`src/rtl/vrf_pkg.sv`:
```
// Shared widths and payload types for the VRF write path.
package vrf_pkg;

  localparam int unsigned NUM_REG = 32;
  localparam int unsigned DATA_W  = 128;
  localparam int unsigned ADDR_W  = $clog2(NUM_REG);

  typedef logic [ADDR_W-1:0] vrf_addr_t;
  typedef logic [DATA_W-1:0] vrf_data_t;

  typedef struct packed {
    vrf_addr_t addr;
    vrf_data_t data;
  } wr_req_t;

endpackage

```
`src/rtl/vrf_req_fifo.sv`:
```
// In-order request FIFO with wrap-bit pointers; exposes per-entry valid and
// address so the parent can build a pending-register mask.
module vrf_req_fifo
  import vrf_pkg::*;
#(
  parameter int unsigned DEPTH = 4
) (
  input  logic                                  clk,
  input  logic                                  rst_n,
  input  logic                                  i_push,
  input  logic                                  i_pop,
  input  logic                                  i_flush,
  input  wr_req_t                               i_req,
  output wr_req_t                               o_head,
  output logic [$clog2(DEPTH):0]                o_count,
  output logic                                  o_full,
  output logic [DEPTH-1:0]                      o_valid,
  output logic [DEPTH-1:0][ADDR_W-1:0]          o_addr
);

  localparam int unsigned IDX_W = $clog2(DEPTH);
  localparam int unsigned PTR_W = IDX_W + 1;

  logic [PTR_W-1:0] r_wptr;
  logic [PTR_W-1:0] r_rptr;
  wr_req_t          r_mem [DEPTH];

  always_ff @(posedge clk or negedge rst_n) begin
    if (!rst_n) begin
      r_wptr <= '0;
      r_rptr <= '0;
    end else if (i_flush) begin
      r_wptr <= '0;
      r_rptr <= '0;
    end else begin
      if (i_push) r_wptr <= r_wptr + PTR_W'(1);
      if (i_pop)  r_rptr <= r_rptr + PTR_W'(1);
    end
  end

  // Payload storage needs no reset; occupancy is tracked by the pointers.
  always_ff @(posedge clk) begin
    if (i_push && !i_flush) r_mem[r_wptr[IDX_W-1:0]] <= i_req;
  end

  assign o_count = r_wptr - r_rptr;
  assign o_full  = (r_wptr[IDX_W] != r_rptr[IDX_W]) &&
                   (r_wptr[IDX_W-1:0] == r_rptr[IDX_W-1:0]);
  assign o_head  = r_mem[r_rptr[IDX_W-1:0]];

  // Slot j is occupied when its distance from the read pointer is below count.
  always_comb begin
    o_valid = '0;
    o_addr  = '0;
    for (int j = 0; j < int'(DEPTH); j++) begin
      o_valid[j] = {1'b0, IDX_W'(IDX_W'(j) - r_rptr[IDX_W-1:0])} < o_count;
      o_addr[j]  = r_mem[j].addr;
    end
  end

endmodule

```
`src/rtl/vrf_write_queue.sv`:
```
// VRF write-request queue: valid/ready intake, one registered write per cycle
// toward the decoder/bank, and a pending mask for read-side RAW detection.
module vrf_write_queue
  import vrf_pkg::ADDR_W, vrf_pkg::vrf_addr_t, vrf_pkg::vrf_data_t, vrf_pkg::wr_req_t;
#(
  parameter int unsigned NUM_REG = vrf_pkg::NUM_REG,
  parameter int unsigned DEPTH   = 4
) (
  input  logic                    clk,
  input  logic                    rst_n,
  input  logic                    req_valid,
  output logic                    req_ready,
  input  vrf_addr_t               req_addr,
  input  vrf_data_t               req_data,
  input  logic                    wr_hold,
  input  logic                    flush,
  output logic                    wr_en,
  output vrf_addr_t               wr_addr,
  output vrf_data_t               wr_data,
  output logic [NUM_REG-1:0]      pending_mask,
  output logic [$clog2(DEPTH):0]  count,
  output logic                    err_addr
);

  logic                         w_full;
  logic                         w_accept;
  logic                         w_in_range;
  logic                         w_push;
  logic                         w_pop;
  wr_req_t                      w_req;
  wr_req_t                      w_head;
  logic [DEPTH-1:0]             w_valid;
  logic [DEPTH-1:0][ADDR_W-1:0] w_addr;

  logic      r_wr_en;
  vrf_addr_t r_wr_addr;
  vrf_data_t r_wr_data;
  logic      r_err_addr;

  // Ready comes only from registered occupancy and the flush input.
  assign req_ready  = !w_full && !flush;
  assign w_accept   = req_valid && req_ready;
  assign w_in_range = 32'(req_addr) < NUM_REG;
  assign w_push     = w_accept && w_in_range;
  assign w_pop      = (count != '0) && !wr_hold && !flush;
  assign w_req      = '{addr: req_addr, data: req_data};

  vrf_req_fifo #(.DEPTH(DEPTH)) u_fifo (
    .clk     (clk),
    .rst_n   (rst_n),
    .i_push  (w_push),
    .i_pop   (w_pop),
    .i_flush (flush),
    .i_req   (w_req),
    .o_head  (w_head),
    .o_count (count),
    .o_full  (w_full),
    .o_valid (w_valid),
    .o_addr  (w_addr)
  );

  always_ff @(posedge clk or negedge rst_n) begin
    if (!rst_n) begin
      r_wr_en    <= 1'b0;
      r_wr_addr  <= '0;
      r_wr_data  <= '0;
      r_err_addr <= 1'b0;
    end else begin
      r_wr_en    <= w_pop;
      r_err_addr <= w_accept && !w_in_range;
      if (w_pop) begin
        r_wr_addr <= w_head.addr;
        r_wr_data <= w_head.data;
      end
    end
  end

  assign wr_en    = r_wr_en;
  assign wr_addr  = r_wr_addr;
  assign wr_data  = r_wr_data;
  assign err_addr = r_err_addr;

  // A register stays pending until its last write has left the output stage.
  always_comb begin
    pending_mask = '0;
    for (int i = 0; i < int'(NUM_REG); i++) begin
      if (r_wr_en && (r_wr_addr == ADDR_W'(i))) pending_mask[i] = 1'b1;
      for (int j = 0; j < int'(DEPTH); j++) begin
        if (w_valid[j] && (w_addr[j] == ADDR_W'(i))) pending_mask[i] = 1'b1;
      end
    end
  end

endmodule

```
`config.mk`:
```
export PLATFORM = sky130hd
export DESIGN_NAME = vrf_write_queue
export DESIGN_NICKNAME = d
export VERILOG_FILES = /design/src/rtl/vrf_pkg.sv /design/src/rtl/vrf_req_fifo.sv /design/src/rtl/vrf_write_queue.sv
export SDC_FILE = /design/constraint.sdc
export NUM_CORES = 1
export LEC_CHECK = 0
export CORE_ASPECT_RATIO = 0.75
export CORE_MARGIN = 1.5
export CORE_UTILIZATION = 50
export DETAILED_ROUTE_END_ITERATION = 16
export GPL_TIMING_DRIVEN = 0
export PLACE_DENSITY_LB_ADDON = 0.05
export SYNTH_ARGS = -nofsm -noshare
export SYNTH_HDL_FRONTEND = slang
export SYNTH_SLANG_ARGS = --single-unit
```
`constraint.sdc`:
```
create_clock -name clk -period 7.06 [get_ports clk]
set_input_delay 1.059 -clock clk [delete_from_list [all_inputs] [get_ports clk]]
set_output_delay 1.059 -clock clk [all_outputs]
set_load 0.01 [all_outputs]
```
# Yosys cells after proc, flatten, opt, wreduce, memory -nomap -nowiden
# Memories as Yosys holds them, arrays and structs flattened. A register that Yosys moved wholly into a read port is not among the register bits.
# Index checks and enable logic that the tools add are counted.
# totals
mem_count	1
latchBits	0
out_inout_bits	171
ff_bits	7
wordCells	516
rom_bits	0
mem_bits_rw	532
in_bits	138
# classes
n_reduce_logical	178
mux	166
eq_ne	157
n_div	0
bitwise_logic	0
mul	0
n_addsub	7
n_lt_le_gt_ge	4
n_shift	0
# memory_table
name	words	word_bits	rd	rd_ports_with_merged_regs	wr	line_no	rtl
u_fifo.r_mem	4	133	5	1	1	vrf_req_fifo.sv:26	wr_req_t r_mem [DEPTH];
# ops
cell	n
$eq A5 B5 Y1 const B	80
$eq A5 B4 Y1 const B	40
$logic_and A1 B1 Y1	166
$mux W1	162
$eq A5 B3 Y1 const B	20
$eq A5 B2 Y1 const B	10
$eq A5 B1 Y1 const B	5
$logic_not A5 Y1	5
$lt A2 B3 Y1	4
$mux W3	4
$add A3 B1 Y3 const B	2
$logic_not A1 Y1	4
$reduce_bool A2 Y1	2
$sub A1 B2 Y2 const A	2
$sub A2 B2 Y2 const A	2
$reduce_bool A3 Y1	1
$sub A3 B3 Y3	1
$eq A2 B2 Y1	1
$ne A1 B1 Y1	1

# Logic depth before layout (Yosys ltp)
# Gate-level depths: netlist of the first run.
# depth
depth_word	8
depth_mapped	12
depth_no_buf	10

# Hierarchy
# Synthesis of the first run repeated with hierarchy kept, for this count alone.
# hier_totals
hier_cells	1271
area_unflattened_um2	26307.7
# by_module_without_submodules
module	cells_per_inst	seq_area_each_um2	area_each_um2	instances
vrf_req_fifo	775	16125.5	19901.6	1
vrf_write_queue	496	3353.2	6406.1	1

# Least setup slack after synthesis of the first run
# OpenSTA, ideal clock, no wires.
# synth_path
path_type	reg2reg
startpoint	register u_fifo.r_rptr[1]
endpoint	register u_fifo.r_wptr[2]
t_required_ns	6.773
stages_incl_launch_ff	9
n_path_buf	3
slack_ns	1.156
arrival_ns	5.616
synth_period_minus_slack_ns	5.904
setup_ns	0.287
cell_sequence	dfrtp_1 > clkbuf_1 > buf_2 > buf_1 > inv_1 > ha_1 > a311oi_1 > and2_1 > mux2i_1
# synth_via
elab_chain_len	6
# synth_rtl
item	line_no	rtl
from (decl)	vrf_req_fifo.sv:25	logic [PTR_W-1:0] r_rptr;
from (signal assigned)	vrf_req_fifo.sv:37	if (i_pop) r_rptr <= r_rptr + PTR_W'(1);
$eq A2 B2 Y1	vrf_req_fifo.sv:48	(r_wptr[IDX_W-1:0] == r_rptr[IDX_W-1:0]);
$logic_and A1 B1 Y1	vrf_req_fifo.sv:47	assign o_full = (r_wptr[IDX_W] != r_rptr[IDX_W]) &&
$logic_not A1 Y1	vrf_write_queue.sv:41	assign req_ready = !w_full && !flush;
$logic_and A1 B1 Y1	vrf_write_queue.sv:41	
$logic_and A1 B1 Y1	vrf_write_queue.sv:42	assign w_accept = req_valid && req_ready;
$reduce_bool A2 Y1 (no source line)	-	
to (signal assigned)	vrf_req_fifo.sv:36	if (i_push) r_wptr <= r_wptr + PTR_W'(1);
to (decl)	vrf_req_fifo.sv:24	logic [PTR_W-1:0] r_wptr;
# No other way between the ends.
# A chain may end at the register's enable or synchronous reset.

# Worst setup path after layout of the first run
# layout_path
startpoint	register u_fifo.r_rptr[1]
endpoint	output port pending_mask[23]
# layout_via
elab_chain_len	7
elab_cells_between_ends	17
classes_between	5 x add/sub; 4 x order compare; 4 x mux; 4 x reduce/logical
# layout_rtl
item	line_no	rtl
$sub A3 B3 Y3 or $sub A1 B2 Y2 (tied branches)	vrf_req_fifo.sv:46, vrf_req_fifo.sv:56	
$lt A2 B3 Y1	vrf_req_fifo.sv:56	o_valid[j] = {1'b0, IDX_W'(IDX_W'(j) - r_rptr[IDX_W-1:0])} < o_count;
$logic_and A1 B1 Y1	vrf_write_queue.sv:89	if (w_valid[j] && (w_addr[j] == ADDR_W'(i))) pending_mask[i] = 1'b1;
$mux W1 (3 in series)	vrf_write_queue.sv:89	
$mux W1 *	vrf_write_queue.sv:89	
to (decl)	vrf_write_queue.sv:20	output logic [NUM_REG-1:0] pending_mask,
# Mark *: on every way between the ends. The rest lies on a longest branch, timed or not.

==> out/summary.json, run 1 <==
{
  "hold_class": {"value": "in -> async"},
  "grt_antenna_before_repair": {"value": 9},
  "detailroute.via_count": {"value": 13900},
  "core_area": {"value": 52900, "unit": "sq um"},
  "fmax": {"value": 153, "unit": "MHz"},
  "largest_net_degree_at_the_start_of_global_routing": {"value": 85},
  "run_status": {"value": "finished, final reports clean"},
  "synth-warning-count": {"value": 0},
  "max_fo_critical_path": {"value": 19},
  "pnr_worst_setup_slack": {"value": 0.536, "unit": "ns"},
  "final_min_period_over_clock_period": {"value": 92.4, "unit": "%"},
  "synth-edff-count": {"value": 532},
  "drv_cap": {"value": 0},
  "final-max-slew-violation-count": {"value": 0},
  "cts_resized": {"value": 1},
  "dieHeight": {"value": 203, "unit": "um"},
  "crit_path_top_delay_cell": {"value": "fa_1"},
  "route.detailed.vias_per_inst": {"value": 5.60},
  "gp_congestion": {"value": 0.888},
  "post-layout-total-power": {"value": 12.2, "unit": "mW"},
  "critical_path_class": {"value": "reg -> out"},
  "ctsHoldBuffers": {"value": 0},
  "grt_total_usage": {"value": 22.8, "unit": "%"},
  "pwr_density_cell": {"value": 371, "unit": "nW/um^2"},
  "wire_length_of_the_first_global_routing_pass": {"value": 92500, "unit": "um"},
  "postSynthCellCount": {"value": 1332},
  "timing.reg2reg.setup_slack": {"value": 2.33, "unit": "ns"},
  "clock_tree.buffer_depth": {"value": 3},
  "timing_hold_violations_final": {"value": 0},
  "top_level_ports": {"value": 309},
  "dr_drc_count": {"value": 0},
  "worst_skew_pair.late_latency": {"value": 0.64, "unit": "ns"},
  "synth-seq-area-share": {"value": 73.0, "unit": "%"},
  "area_growth_syn_to_layout": {"value": 23.6, "unit": "%"},
  "final.setup_skew": {"value": 0.0250, "unit": "ns"},
  "detailedRoute.firstPassIterationCount": {"value": 8},
  "cp_data_arrival_time": {"value": 5.47, "unit": "ns"},
  "setup-violations-final": {"value": 0},
  "timing.critical_path.from_type": {"value": "flip-flop"},
  "synthArstFlopShare": {"value": 20.8, "unit": "%"},
  "worst-r2r-cell-count": {"value": 10},
  "vias_in_the_first_global_route": {"value": 14400},
  "max-vdd-ir-drop": {"value": 0.259, "unit": "mV"},
  "cell_accounting_for_the_most_synthesized_area": {"value": "edfxtp_1"},
  "std_cell_rows": {"value": 73},
  "busiest_grt_layer": {"value": "met2"},
  "wl_per_cell": {"value": 24.9, "unit": "um"},
  "cts_inserted_buffers": {"value": 61},
  "ys_ff_latch": {"value": 672},
  "num-nets-final": {"value": 1863},
  "detail-route-antenna-nets": {"value": 0},
  "drt_iter0_markers": {"value": 1037},
  "global_route.usage.met3": {"value": 6.03, "unit": "%"},
  "postSynthNetCount": {"value": 1484},
  "crit-reg2reg-launch": {"value": "u_fifo.r_rptr[0]"},
  "synth_most_common_cell": {"value": "edfxtp_1"},
  "cts_tree": {"value": "yes"},
  "ys.flop_type": {"value": "edfxtp_1"},
  "synth_area_leaders": {"value": "edfxtp_1 60%, dfrtp_1 13%, mux4_2 11%"},
  "ys_types": {"value": 53},
  "synth.cells.most_frequent": {"value": "532 x edfxtp_1, 140 x dfrtp_1, 133 x mux4_2"},
  "globalRouteOverflowTotal": {"value": 0},
  "drt_wl_total": {"value": 61700, "unit": "um"},
  "timing.critical_path.cells": {"value": "clkbuf_2 -> buf_2 -> inv_1 -> fa_1 -> inv_1 -> ha_1 -> nor2b_1 -> o21ai_1 -> clkbuf_1 -> nand4_1 -> nand4_1 -> clkdlybuf4s50_1"},
  "cts_num_sinks": {"value": 672},
  "placed_cells_incl_taps": {"value": 2361},
  "clkSlewWorstSetupHoldPaths": {"value": 0.07, "unit": "ns"},
  "cp_data_required_time": {"value": 6.00, "unit": "ns"},
  "totalNegativeSetupSlack": {"value": 0, "unit": "ns"},
  "setup_repair_after_global_routing_missed_its_margin": {"value": "false"},
  "place.detailed.hpwl": {"value": 41000, "unit": "um"},
  "max_stage_delay": {"value": 0.63, "unit": "ns"},
  "synth_largest_type_area_fraction": {"value": 59.9, "unit": "%"},
  "start_util": {"value": 50.4, "unit": "%"},
  "max_slew_margin": {"value": 14.0, "unit": "%"},
  "cts_root_buffer": {"value": "clkbuf_16"},
  "critPathCaptureType": {"value": "output port"},
  "post_synth.cell_area_avg": {"value": 20.0, "unit": "sq um"},
  "post_synth_instance_area": {"value": 26700, "unit": "sq um"},
  "dp_slack": {"value": 0.343, "unit": "ns"},
  "critical_path.reg2reg.endpoint": {"value": "u_fifo.r_mem[3][93]"},
  "worstMarginPinSlew": {"value": 1.28, "unit": "ns"},
  "die_w": {"value": 270, "unit": "um"},
  "post_route_cells_drive_above_1_share": {"value": 23.1, "unit": "%"},
  "port_buffers": {"value": 306},
  "leakage": {"value": 11.1, "unit": "nW"},
  "cts.htree.levels": {"value": 2},
  "shortest_clock_period_the_worst_path_allows_after_layout": {"value": 6.52, "unit": "ns"},
  "instances_no_fill": {"value": 2480},
  "die_area": {"value": 54800, "unit": "sq um"},
  "cts.repair_timing.setup_buffer_count": {"value": 0},
  "met2_usage": {"value": 35.8, "unit": "%"},
  "gr-usage-met1": {"value": 32.1, "unit": "%"}
}
[critical path, delay by kind of cell (launching register included)]
kind	cells	cell delay, ns
buffers and inverters	6	2.45
adders and majority gates	2	0.93
and+or+nand+nor	3	0.54
AOI/OAI and AO/OA	1	0.52
DFF	1	0.38
[routing by layer]
layer	part of all wire [%]	wire length [um]
met1	44	27000
met2	47	29100
met3	6.8	4220
met4	2.1	1290
met5	0.11	66
[through the flow]
stage               cell area [sq um]  util, %  hold slack, ns
global route                    33000     62.3           0.374
detailed placement              30900     58.5           0.490
floorplan                       26700        -           0.514
CTS                             33000     62.3           0.364
global placement                30600     57.9           0.489
finish                          33000     62.3           0.349
[power by group]
part	switching, mW	total, mW	leakage [nW]	internal (mW)
combinational	1.81	3.85	3.64	2.04
clock	1.43	3.32	0.993	1.90
sequential	0.274	5.07	6.49	4.80
[registers in the layout, summed over array words and instances, names as in the netlist]
signal and flops:
u_fifo.r_mem 532, u_fifo.r_rptr 3, u_fifo.r_wptr 3, wr_addr 5
wr_data 128, wr_en 1
[layout by cell type, fill, tap and decap left out, types with 14 or more instances in the layout]
master,instances
clkbuf_1,58
edfxtp_1,532
nand3_1,43
a32oi_1,15
nor2_1,28
clkdlybuf4s50_1,305
dfrtp_1,140
clkbuf_16,61
mux2_2,74
mux4_2,133
mux2_4,59
a31oi_1,14
nand4_1,22
a21oi_1,15
nand2_1,21
nor3_1,18
[logic make-up after synthesis]
kind of cell             synth area share, %
other                                 0.0141
AND/OR/NAND/NOR                         4.65
XOR/XNOR                               0.192
buffers and inverters                   1.81
AO/OA/AOI/OAI                           1.89
flip-flops                              73.0
adder cells (fa/ha/maj)                0.685
multiplexers                            17.7
[how the worst max path moves through the flow]
| stage | endpoint | from | slack, ns |
|---|---|---|---|
| after floorplan | u_fifo.r_wptr[2] | u_fifo.r_rptr[1] | 1.16 |
| after global placement | u_fifo.r_wptr[2] | u_fifo.r_rptr[1] | -2.84 |
| after detailed placement | pending_mask[23] | u_fifo.r_rptr[1] | 0.34 |
| after CTS | pending_mask[23] | u_fifo.r_rptr[1] | 0.49 |
| after global routing | pending_mask[7] | u_fifo.r_rptr[1] | 0.34 |
| final | pending_mask[23] | u_fifo.r_rptr[1] | 0.54 |
[cell type report]
class | count | area [sq um]
tap | 712 | 891
fill | 3796 | 19900
timing repair buffer | 317 | 3360
clock inverter | 33 | 377
clock buffer | 83 | 1650
multi-input combinational | 576 | 6730
sequential | 672 | 19500
antenna | 4 | 10.0
buffer | 73 | 443
inverter | 10 | 37.5
Note: power is estimated with default switching activity, not from simulation.
==> run 2, diff against run 1 <==
CTS_BUF_LIST = sky130_fd_sc_hd__clkbuf_4 sky130_fd_sc_hd__clkbuf_8   (was unset)
HOLD_SLACK_MARGIN = 0.1   (was unset)
SETUP_SLACK_MARGIN = 0.05   (was unset)
==> out/summary.json, run 2 (synthesized netlist as in run 1, its figures left out) <==
{
  "most_common_cell_after_layout_fill_and_taps_aside": {"value": "edfxtp_1"},
  "cp_data_arrival_time": {"value": 5.50, "unit": "ns"},
  "core_area": {"value": 52900, "unit": "sq um"},
  "dieHeight": {"value": 203, "unit": "um"},
  "detailroute.via_count": {"value": 14200},
  "cp_data_required_time": {"value": 6.00, "unit": "ns"},
  "wl_per_cell": {"value": 24.4, "unit": "um"},
  "post-layout-total-power": {"value": 12.3, "unit": "mW"},
  "detail-route-antenna-nets": {"value": 0},
  "placed_cells_incl_taps": {"value": 2361},
  "die_w": {"value": 270, "unit": "um"},
  "max_slew_margin": {"value": 14.2, "unit": "%"},
  "drt_iter0_markers": {"value": 1016},
  "vias_in_the_first_global_route": {"value": 14900},
  "setup-violations-final": {"value": 0},
  "num-nets-final": {"value": 1904},
  "critPathCaptureType": {"value": "output port"},
  "shortest_clock_period_the_worst_path_allows_after_layout": {"value": 6.56, "unit": "ns"},
  "post_route_cells_drive_above_1_share": {"value": 27.2, "unit": "%"},
  "globalRouteOverflowTotal": {"value": 0},
  "clkSlewWorstSetupHoldPaths": {"value": 0.06, "unit": "ns"},
  "port_buffers": {"value": 306},
  "top_library_cells_by_usage_in_the_layout_fill_and_taps_aside": {"value": "532 x edfxtp_1, 305 x clkdlybuf4s50_1, 140 x dfrtp_1"},
  "run_status": {"value": "finished, final reports clean"},
  "wire_length_of_the_first_global_routing_pass": {"value": 93400, "unit": "um"},
  "timing_hold_violations_final": {"value": 0},
  "gp_congestion": {"value": 0.888},
  "drv_cap": {"value": 0},
  "grt_total_usage": {"value": 23.1, "unit": "%"},
  "grt_antenna_before_repair": {"value": 9},
  "crit-reg2reg-launch": {"value": "u_fifo.r_rptr[0]"},
  "setup.worst_path.end": {"value": "pending_mask[23]"},
  "final_min_period_over_clock_period": {"value": 92.9, "unit": "%"},
  "final-max-slew-violation-count": {"value": 0},
  "crit_path_top_delay_cell": {"value": "fa_1"},
  "cts_num_sinks": {"value": 672},
  "max-vdd-ir-drop": {"value": 0.205, "unit": "mV"},
  "worst_skew_pair.late_latency": {"value": 0.71, "unit": "ns"},
  "drt_wl_total": {"value": 62300, "unit": "um"},
  "route.detailed.vias_per_inst": {"value": 5.55},
  "cts_root_buffer": {"value": "clkbuf_8"},
  "detailedRoute.firstPassIterationCount": {"value": 6},
  "instances_no_fill": {"value": 2554},
  "fmax": {"value": 152, "unit": "MHz"},
  "timing.critical_path.cells": {"value": "clkbuf_2 -> buf_2 -> inv_1 -> fa_1 -> inv_1 -> ha_1 -> nor2b_1 -> o21ai_1 -> clkbuf_1 -> nand4_1 -> nand4_1 -> clkdlybuf4s50_1"},
  "cts_inserted_buffers": {"value": 102},
  "worst-r2r-cell-count": {"value": 10},
  "std_cell_rows": {"value": 73},
  "die_area": {"value": 54800, "unit": "sq um"},
  "pwr_density_cell": {"value": 370, "unit": "nW/um^2"},
  "timing.reg2reg.setup_slack": {"value": 2.33, "unit": "ns"},
  "hold_class": {"value": "in -> async"},
  "largest_register_ffs": {"value": 532},
  "critical_path.reg2reg.endpoint": {"value": "u_fifo.r_mem[3][100]"},
  "critical_path_class": {"value": "reg -> out"},
  "start_point_of_the_critical_path": {"value": "u_fifo.r_rptr[1]"},
  "start_util": {"value": 50.4, "unit": "%"},
  "place.detailed.hpwl": {"value": 41000, "unit": "um"},
  "worstMarginPinSlew": {"value": 1.28, "unit": "ns"},
  "area_growth_syn_to_layout": {"value": 24.2, "unit": "%"},
  "top_level_ports": {"value": 309},
  "clock_tree.buffer_depth": {"value": 3},
  "setup_repair_after_global_routing_missed_its_margin": {"value": "false"},
  "dr_drc_count": {"value": 0},
  "leakage": {"value": 11.3, "unit": "nW"},
  "max_stage_delay": {"value": 0.63, "unit": "ns"},
  "cts_tree": {"value": "yes"},
  "timing.critical_path.from_type": {"value": "flip-flop"},
  "ctsHoldBuffers": {"value": 0},
  "final.setup_skew": {"value": 0.0363, "unit": "ns"},
  "largest_net_degree_at_the_start_of_global_routing": {"value": 85},
  "max_fo_critical_path": {"value": 19},
  "cts.htree.levels": {"value": 3}
}
-- run 2: layer usage --
metal	vias up	GRT usage [%]	share of wire (%)
met2	436	36.0	47
met3	110	6.93	7.0
met1	7338	31.8	44
met5	-	0	0.13
met4	12	6.78	2.2
li1	6269	-	-
-- run 2: critical path: cells and delay by family (launching register included) --
kind,cells,cell delay (ns)
AOI/OAI and AO/OA,1,0.54
adders and majority gates,2,0.93
buffers and inverters,6,2.44
DFF,1,0.38
and+or+nand+nor,3,0.53
-- run 2: how the worst min path moves through the flow --
stage / start / end / slack [ns] / depth (start not counted)
floorplan: u_fifo.r_wptr[2] / u_fifo.r_wptr[2] / 0.51 / 1
global placement: wr_data[31] / wr_data[31] / 0.49 / 1
detailed placement: wr_data[15] / wr_data[15] / 0.49 / 1
CTS: rst_n / wr_data[20] / 0.27 / 1
global route: rst_n / wr_data[20] / 0.29 / 1
finish: rst_n / wr_data[20] / 0.30 / 1
-- run 2: stage by stage --
stage                     instance area [sq um]  hold WS (ns)  TNS [ns]  setup WS (ns)  utilization [%]
after global placement                    30600         0.489  -1804.41          -2.84             57.9
after global routing                      33100         0.286         0          0.263             62.7
after detailed placement                  30900         0.490         0          0.343             58.5
after CTS                                 33100         0.273         0          0.421             62.6
after floorplan                           26700         0.514         0           1.16                -
final                                     33100         0.296         0          0.502             62.7
-- run 2: what timing repair did --
action / 4_1_cts / 5_1_grt
buffers inserted: 0 / 0
setup endpoints to repair: 32 / 0
gates resized for setup: 1 / 0
-- run 2: power by group --
group	leakage (nW)	switching, mW	internal, mW
clock	1.18	1.49	1.87
combinational	3.64	1.80	2.04
sequential	6.49	0.272	4.80
-- run 2: area by class of cell --
cell class / instances / area, sq um
clock buffers: 160 / 1940
fillers: 3815 / 19700
flip-flops and latches: 672 / 19500
well taps: 712 / 891
diodes: 3 / 7.51
clock inverters: 31 / 260
repair buffers: 317 / 3360
plain buffers: 73 / 443
multi-input cells: 576 / 6730
inverters: 10 / 37.5
==> run 3, diff against run 2 <==
CTS_CLUSTER_DIAMETER = 200   (was unset)
clock period = 6 ns   (was 7.06 ns; I/O delays follow)
==> out/summary.json, run 3 (synthesized netlist as in run 1, its figures left out) <==
{
  "setup.worst_path.end": {"value": "pending_mask[23]"},
  "final_util": {"value": 62.7, "unit": "%"},
  "drt_iter0_markers": {"value": 992},
  "max_fo_critical_path": {"value": 19},
  "drt_wl_total": {"value": 62100, "unit": "um"},
  "hold_class": {"value": "in -> async"},
  "most_common_cell_after_layout_fill_and_taps_aside": {"value": "edfxtp_1"},
  "placed_area": {"value": 30900, "unit": "sq um"},
  "pwr_density_cell": {"value": 437, "unit": "nW/um^2"},
  "cp_data_required_time": {"value": 5.10, "unit": "ns"},
  "internal_power": {"value": 10.3, "unit": "mW"},
  "critical_path_class": {"value": "reg -> out"},
  "fin_hold_ws": {"value": 0.133, "unit": "ns"},
  "ctsHoldBuffers": {"value": 0},
  "layout.cell_area.non_filler": {"value": 33200, "unit": "sq um"},
  "area_growth_syn_to_layout": {"value": 24.4, "unit": "%"},
  "power_switching": {"value": 4.21, "unit": "mW"},
  "vias_in_the_first_global_route": {"value": 14900},
  "run_status": {"value": "finished, final reports clean"},
  "route.detailed.vias_per_inst": {"value": 5.55},
  "place.detailed.hpwl": {"value": 41000, "unit": "um"},
  "max-vdd-ir-drop": {"value": 0.241, "unit": "mV"},
  "std_cell_rows": {"value": 73},
  "wire_length_of_the_first_global_routing_pass": {"value": 93400, "unit": "um"},
  "grt_total_usage": {"value": 23.1, "unit": "%"},
  "final-max-slew-violation-count": {"value": 0},
  "timing.reg2reg.setup_slack": {"value": 1.27, "unit": "ns"},
  "critPathCaptureType": {"value": "output port"},
  "max_slew_margin": {"value": 27.4, "unit": "%"},
  "worstPathBufferInverterCount": {"value": 6},
  "final.setup_skew": {"value": 0.0309, "unit": "ns"},
  "swShare": {"value": 29.1, "unit": "%"},
  "worst-r2r-cell-count": {"value": 10},
  "start_util": {"value": 50.4, "unit": "%"},
  "gp_congestion": {"value": 0.888},
  "post_route_cells_drive_above_1_share": {"value": 27.8, "unit": "%"},
  "max_stage_delay": {"value": 0.62, "unit": "ns"},
  "cts.repair_timing.setup_buffer_count": {"value": 0},
  "drv_cap": {"value": 0},
  "clock_tree.buffer_depth": {"value": 3},
  "grt_antenna_before_repair": {"value": 9},
  "dr_drc_count": {"value": 0},
  "clkSlewWorstSetupHoldPaths": {"value": 0.06, "unit": "ns"},
  "setup_repair_after_global_routing_missed_its_margin": {"value": "false"},
  "worst_skew_pair.late_latency": {"value": 0.71, "unit": "ns"},
  "dieHeight": {"value": 203, "unit": "um"},
  "power.combinational.fraction": {"value": 31.5, "unit": "%"},
  "timing.critical_path.from_type": {"value": "flip-flop"},
  "crit_path_top_delay_cell": {"value": "fa_1"},
  "wl_per_cell": {"value": 24.3, "unit": "um"},
  "top_library_cells_by_usage_in_the_layout_fill_and_taps_aside": {"value": "532 x edfxtp_1, 305 x clkdlybuf4s50_1, 140 x dfrtp_1"},
  "final_min_period_over_clock_period": {"value": 96.1, "unit": "%"},
  "cts.htree.levels": {"value": 3},
  "port_buffers": {"value": 306},
  "detailroute.via_count": {"value": 14200},
  "clkPwrFrac": {"value": 27.3, "unit": "%"},
  "globalRouteOverflowTotal": {"value": 0},
  "fmax": {"value": 173, "unit": "MHz"},
  "post-layout-total-power": {"value": 14.5, "unit": "mW"},
  "crit-reg2reg-launch": {"value": "u_fifo.r_rptr[0]"},
  "leakage": {"value": 11.3, "unit": "nW"},
  "top_level_ports": {"value": 309},
  "cts_inserted_buffers": {"value": 102},
  "num-nets-final": {"value": 1904},
  "worstMarginPinSlew": {"value": 1.08, "unit": "ns"},
  "cp_top_family": {"value": "buffers and inverters"},
  "cts_tree": {"value": "yes"},
  "p_seq_share": {"value": 41.2, "unit": "%"},
  "cts_root_buffer": {"value": "clkbuf_8"},
  "setup-violations-final": {"value": 0},
  "timing.critical_path.cells": {"value": "clkbuf_2 -> buf_4 -> inv_1 -> fa_1 -> inv_1 -> ha_1 -> nor2b_1 -> o21ai_2 -> clkbuf_2 -> nand4_1 -> nand4_1 -> clkdlybuf4s50_1"},
  "shortest_clock_period_the_worst_path_allows_after_layout": {"value": 5.76, "unit": "ns"},
  "detailedRoute.firstPassIterationCount": {"value": 5},
  "critical_path.reg2reg.endpoint": {"value": "u_fifo.r_mem[3][100]"},
  "largest_register_ffs": {"value": 532},
  "core_area": {"value": 52900, "unit": "sq um"},
  "cp_data_arrival_time": {"value": 4.86, "unit": "ns"},
  "largest_net_degree_at_the_start_of_global_routing": {"value": 85},
  "start_point_of_the_critical_path": {"value": "u_fifo.r_rptr[1]"},
  "die_area": {"value": 54800, "unit": "sq um"},
  "cts_num_sinks": {"value": 672},
  "worstSetupPathDepth": {"value": 12},
  "detail-route-antenna-nets": {"value": 0},
  "timing_hold_violations_final": {"value": 0},
  "die_w": {"value": 270, "unit": "um"},
  "fillCellCount": {"value": 3806}
}
==> run 3: cell types whose count changed in the layout (fill, tap and decap cells not counted), moves of 3 or more <==
cell      delta
o21ai_1      -3
clkbuf_2     +4
o21ai_2      +3
clkbuf_1     -4
==> run 3: cell type report <==
type	count	area, sq um	share of cell area (%)
Sequential cell	672	19500	58.7
Antenna cell	3	7.51	0.0226
Timing Repair Buffer	317	3360	10.1
Inverter	10	37.5	0.113
Buffer	73	450	1.36
Multi-Input combinational cell	576	6750	20.4
Tap cell	712	891	2.69
Clock inverter	31	260	0.784
Clock buffer	160	1940	5.85
==> run 3: metrics by stage <==
step	TNS [ns]	setup WS, ns	std cells
after floorplan	0	0.0963	1332
after CTS	0	0.0619	2551
final	0	0.235	2554
after global routing	0	0.0709	2552
after detailed placement	-11.93	-0.558	2361
after global placement	-2506.61	-3.90	2350
==> run 3: per-layer routing <==
metal	track usage (%)	part of all wire [%]
met5	0	0.13
met4	6.78	2.3
met3	6.93	6.9
met2	36.0	47
met1	31.8	44
==> run 3: worst min-delay path by stage <==
stage and end:
2_1_floorplan u_fifo.r_wptr[2], 3_3_place_gp wr_data[31], 3_5_place_dp wr_data[15], 4_1_cts wr_data[20], 5_1_grt wr_data[20], 6_report wr_data[20]
==> run 3: timing repair <==
item / 4_1_cts / 5_1_grt
setup endpoints to repair: 32 / 27
endpoints found under the hold margin: 0 / 0
gates resized for setup: 5 / 11
==> run 3: power groups by stage <==
stage	sequential, mW	combinational, mW	clock (mW)
after floorplan	6.23	2.33	0
after global placement	6.08	4.52	0
after detailed placement	6.06	4.56	0
after CTS	5.97	4.59	4.05
after global routing	6.04	4.85	4.26
final	5.97	4.56	3.95
